===== src/rtl/serial_shift_right_pkg.sv =====
// Shared constants for the bit-serial right shifter: FSM encodings and fill modes.
package serial_shift_right_pkg;

    typedef enum logic [1:0] {
        IDLE  = 2'd0,
        SHIFT = 2'd1,
        DONE  = 2'd2
    } state_t;

    localparam logic SHIFT_LOGICAL = 1'b0;
    localparam logic SHIFT_ARITH   = 1'b1;

endpackage


===== src/rtl/serial_shift_right.sv =====
// Bit-serial right shifter: one bit per clock, logical or arithmetic fill,
// fixed latency of shamt+1 cycles from acceptance to the done pulse.
module serial_shift_right
    import serial_shift_right_pkg::*;
#(
    parameter int WIDTH = 32,
    parameter int SHW   = 5
) (
    input  logic             clk,
    input  logic             reset,
    input  logic             start,
    input  logic [WIDTH-1:0] data_in,
    input  logic [SHW-1:0]   shamt,
    input  logic             arith,
    output logic [WIDTH-1:0] result,
    output logic             busy,
    output logic             done
);

    state_t           state;
    logic [WIDTH-1:0] sreg;
    logic [SHW-1:0]   cnt;
    logic             mode;
    logic             fill;

    // Arithmetic mode replicates the current MSB; logical mode shifts in zero.
    assign fill   = (mode == SHIFT_ARITH) ? sreg[WIDTH-1] : 1'b0;
    assign result = sreg;

    always_ff @(posedge clk or posedge reset) begin
        if (reset) begin
            state <= IDLE;
            sreg  <= '0;
            cnt   <= '0;
            mode  <= SHIFT_LOGICAL;
            busy  <= 1'b0;
            done  <= 1'b0;
        end else begin
            case (state)
                IDLE: begin
                    done <= 1'b0;
                    if (start) begin
                        sreg <= data_in;
                        cnt  <= shamt;
                        mode <= arith;
                        busy <= 1'b1;
                        if (shamt != '0) begin
                            state <= SHIFT;
                        end else begin
                            state <= DONE;
                            done  <= 1'b1;
                        end
                    end
                end
                SHIFT: begin
                    sreg <= {fill, sreg[WIDTH-1:1]};
                    cnt  <= cnt - SHW'(1);
                    if (cnt == SHW'(1)) begin
                        state <= DONE;
                        done  <= 1'b1;
                    end
                end
                DONE: begin
                    state <= IDLE;
                    busy  <= 1'b0;
                    done  <= 1'b0;
                end
                default: begin
                    state <= IDLE;
                    busy  <= 1'b0;
                    done  <= 1'b0;
                end
            endcase
        end
    end

endmodule


===== config.mk =====
export PLATFORM = sky130hd
export DESIGN_NAME = serial_shift_right
export DESIGN_NICKNAME = d
export VERILOG_FILES = /design/src/rtl/serial_shift_right_pkg.sv /design/src/rtl/serial_shift_right.sv
export SDC_FILE = /design/constraint.sdc
export NUM_CORES = 1
export LEC_CHECK = 0
export ABC_AREA = 1
export CAP_MARGIN = 10
export CORE_MARGIN = 3
export CORE_UTILIZATION = 44
export CTS_CLUSTER_SIZE = 40
export DETAILED_ROUTE_END_ITERATION = 12
export GPL_ROUTABILITY_DRIVEN = 1
export PLACE_DENSITY = 0.8
export SETUP_SLACK_MARGIN = 0.5
export SLEW_MARGIN = 20
export SYNTH_ARGS = -nofsm -noshare
export SYNTH_HDL_FRONTEND = slang
export SYNTH_SLANG_ARGS = --single-unit

===== constraint.sdc =====
create_clock -name clk -period 1.2 [get_ports clk]
set_input_delay 0.12 -clock clk [delete_from_list [all_inputs] [get_ports clk]]
set_output_delay 0.12 -clock clk [all_outputs]
set_load 0.1 [all_outputs]

==> out/metrics.csv, run 1 <==
metric,value,unit
status,aborted with a tool error,
lastStage,global routing,
error_line,"[ERROR DPL-0038] Utilization greater than 100%, impossible to legalize",
cts_buffer_depth,2,
ios,75,
endpoint_type,sequential cell input,
yosysWarnings,0,
placed_cells,344,
syn_area_per_cell,9.14,um2
grt_max_degree,43,
synthTopCellsByCount,"dfrtp_1 (42), nor2_1 (41), o22ai_1 (31), nand2_1 (25), nor3_1 (22)",
synth_compound_area_share,11.3,%
ys_seq_area_share,53.0,%
clock-root-buffer,clkbuf_8,
initial_utilization,47.5,%
ys_ff_latch,42,
dieWidth,73.1,um
port_buffers,74,
synth_top_family_by_area,simple AND/OR/NAND/NOR gates,
synth_top_flop_cell,dfrtp_1,
cts.sinks,42,
syn_area,0.00198,mm2
hpwl,4170,um
syn_nets,260,
synth-edff-count,0,
synthSimpleGateAreaFrac,26.6,%
cts_hold_buf,0,
yosysMostFrequentCell,dfrtp_1,
async_reset_ff_share,100,%
gp_congestion,0.885,
place_area,0.00346,mm2
die_h,73.1,um
synth_area_leaders,"dfrtp_1 (53%), o22ai_1 (9.8%), nor2_1 (7.8%)",
synth_top_cell_area_share,53.0,%
synthMuxAreaShare,0,%
num_rows,23,
ys_types,19,
yosys.area_share.adder,1.26,%
worst_endpoint,result[7]$_DFFE_PP0P_/D,
synth_xor_area_share,0.442,%
htree_levels,2,
yosysTopAreaCell,dfrtp_1,
cts_made_buffers,5,
synthCells,217,
==> cell families after synthesis <==
group                    after synthesis
buffers and inverters                 25
XOR/XNOR                               1
AND/OR/NAND/NOR                      110
flip-flops                            42
adder cells (fa/ha/maj)                2
AO/OA/AOI/OAI                         37
==> timing repair <==
item                                    CTS
pin swaps                                 3
endpoints found under the setup margin   76
setup buffers                            32
resized for setup                        34
==> stage by stage <==
| step | TNS (ns) | utilization, % | worst slack, ns |
|---|---|---|---|
| 2_1_floorplan | 0 | - | 0.0765 |
| 3_5_place_dp | -4.97 | 82.9 | -0.186 |
| 4_1_cts | 0 | 94.6 | 0.0246 |
| 3_3_place_gp | -3.41 | 82.9 | -0.141 |
==> run 2: changes to the inputs <==
--- a/config.mk
+++ b/config.mk
@@ -8,12 +8,10 @@
 export ABC_AREA = 1
 export CAP_MARGIN = 10
 export CORE_MARGIN = 3
-export CORE_UTILIZATION = 44
-export CTS_CLUSTER_SIZE = 40
+export CORE_UTILIZATION = 40
 export DETAILED_ROUTE_END_ITERATION = 12
 export GPL_ROUTABILITY_DRIVEN = 1
-export PLACE_DENSITY = 0.8
-export SETUP_SLACK_MARGIN = 0.5
+export PLACE_DENSITY_LB_ADDON = 0.15
 export SLEW_MARGIN = 20
 export SYNTH_ARGS = -nofsm -noshare
 export SYNTH_HDL_FRONTEND = slang
==> out/metrics.csv, run 2 <==
metric,value,unit
status,completed,
ys_ff_latch,42,
fin_skew,0.00645,ns
stdcell_count,363,
crit_buf_inv,2,
area.sequential,0.00109,mm2
synth_area_leaders,"dfrtp_1 (53%), o22ai_1 (9.8%), nor2_1 (7.8%)",
syn_area_per_cell,9.14,um2
cp_cell_sequence,inv_2 -> nand2_4 -> buf_4 -> o22ai_1 -> nor2_1,
hold_viol_final,0,
slowest_stage,dfrtp_1,
port_buffers,74,
synthCells,217,
dieWidth,76.4,um
layout_commonest_cell,nor2_1,
wl_per_cell,15.2,um
ys_types,19,
grt_pass1_vias,1940,
worstHoldPathType,input pin to asynchronous set/reset pin,
syn_area,0.00198,mm2
cp-start-kind,flop,
num_rows,24,
cp-end-kind,flop,
slew_violations,0,
post-cts-setup-buffers,0,
clock-root-buffer,clkbuf_8,
cts.sinks,42,
synth_top_flop_cell,dfrtp_1,
drt-vias-per-instance,5.25,
synth_top_cell_area_share,53.0,%
fin_nets,340,
initial_utilization,43.4,%
grt_max_degree,43,
drive_gt1_share,37.9,%
final_util,74.9,%
synth-edff-count,0,
yosysWarnings,0,
wirelength,5530,um
critPathKind,flop to flop,
core,0.00456,mm2
cp_data_arrival_time,1.35,ns
vias,1904,
finalCriticalPeriod,1.17,ns
fillers,322,
tightest_slew,0.231,ns
die_h,76.4,um
critPathTopFamily,flip-flops,
area_growth,72.5,%
gp_congestion,0.849,
mostFrequentLayoutCells,"nor2_1 (41), clkdlybuf4s50_1 (40), buf_12 (40), dfrtp_2 (33), o22ai_1 (31)",
ys_seq_area_share,53.0,%
fmax,0.858,GHz
grt_pass1_wl,9060,um
cts_buffer_depth,2,
crit_fanout,17,
min_period_over_period,97.2,%
drtAntennaViolNets,0,
antenna_found_initial,0,
drc,0,
clk_latency,0.29,ns
drtIter0Drc,121,
first_pass_iters,4,
yosysTopAreaCell,dfrtp_1,
clk_pin_slew_worst_paths,0.08,ns
n_antenna_cell,0,
die-area,0.00584,mm2
grtUsageTotal,19.1,%
placed_cells,355,
cap_violations,0,
htree_levels,2,
syn_nets,260,
largest_reg_flops,32,
async_reset_ff_share,100,%
ios,75,
synthTopCellsByCount,"dfrtp_1 (42), nor2_1 (41), o22ai_1 (31), nand2_1 (25), nor3_1 (22)",
grt_overflow_total,0,
place_area,0.00325,mm2
required,1.38,ns
cts_made_buffers,5,
cp_slowest_stage_delay,0.38,ns
cts_tree,built,
yosysMostFrequentCell,dfrtp_1,
multi_input_area,850,um2
dp_slack,-0.153,ns
timing.final.ws_setup,0.0339,ns
setup_viol,0,
hpwl,3880,um
max-slew-margin-rel,84.6,%
final_cell_area,0.00342,mm2
rsz0062_at_grt,true,
==> run 2: layer usage <==
layer / global-route usage [%] / routed length [um] / up-vias
met5: 0 / 0 / -
met4: 7.61 / 93 / 0
met3: 5.08 / 303 / 9
met2: 32.6 / 2780 / 58
met1: 22.7 / 2350 / 930
li1: - / - / 907
==> run 2: worst reg2reg max path: cells and delay by family, from the launching register on <==
family | cells | cell delay [ns]
DFF | 1 | 0.38
and+or+nand+nor | 2 | 0.17
AOI/OAI and AO/OA | 1 | 0.18
buffers and inverters | 2 | 0.33
==> run 2: metrics by stage <==
stage / setup TNS, ns / hold WS [ns]
final: 0 / 0.163
after global routing: -0.110 / 0.174
after CTS: 0 / 0.169
after detailed placement: -4.43 / 0.484
after global placement: -2.39 / 0.459
after floorplan: 0 / 0.237
==> run 2: path summary, 6_finish.rpt <==
kind,from,to,slack (ns),cells after the start
worst max register to register,state[1],result[12],0.03,5
min in group clk,arith,mode,0.41,3
worst min-delay path,reset,result[28],0.16,3
worst max-delay path,state[1],result[12],0.03,5
worst min register to register,mode,mode,0.50,2
max in group asynchronous,reset,result[31],0.81,3
==> run 2: cell families after synthesis <==
logic type / Yosys count / share of synthesized area, %
buffers and inverters: 25 / 7.44
and+or+nand+nor: 110 / 26.6
xor gates and xnor gates: 1 / 0.442
DFF: 42 / 53.0
adders and majority gates: 2 / 1.26
AOI/OAI and AO/OA: 37 / 11.3
==> run 2: what timing repair did <==
item / in CTS / in global routing
hold buffers: 0 / 0
setup endpoints to repair: 16 / 23
gates resized for setup: 3 / 17
pin swaps: 0 / 0
gates cloned: 0 / 0
==> run 2: final cells by class <==
type | instances | area share, %
clock buffer | 7 | 2.52
timing repair buffer | 86 | 36.6
sequential | 42 | 31.9
tap | 65 | 2.38
inverter | 12 | 1.54
clock inverter | 1 | 0.146
multi-input combinational | 150 | 24.8
Power of run 2 is not shown: default switching activity piles up to over one toggle a cycle in this logic, so the estimate is an artifact.
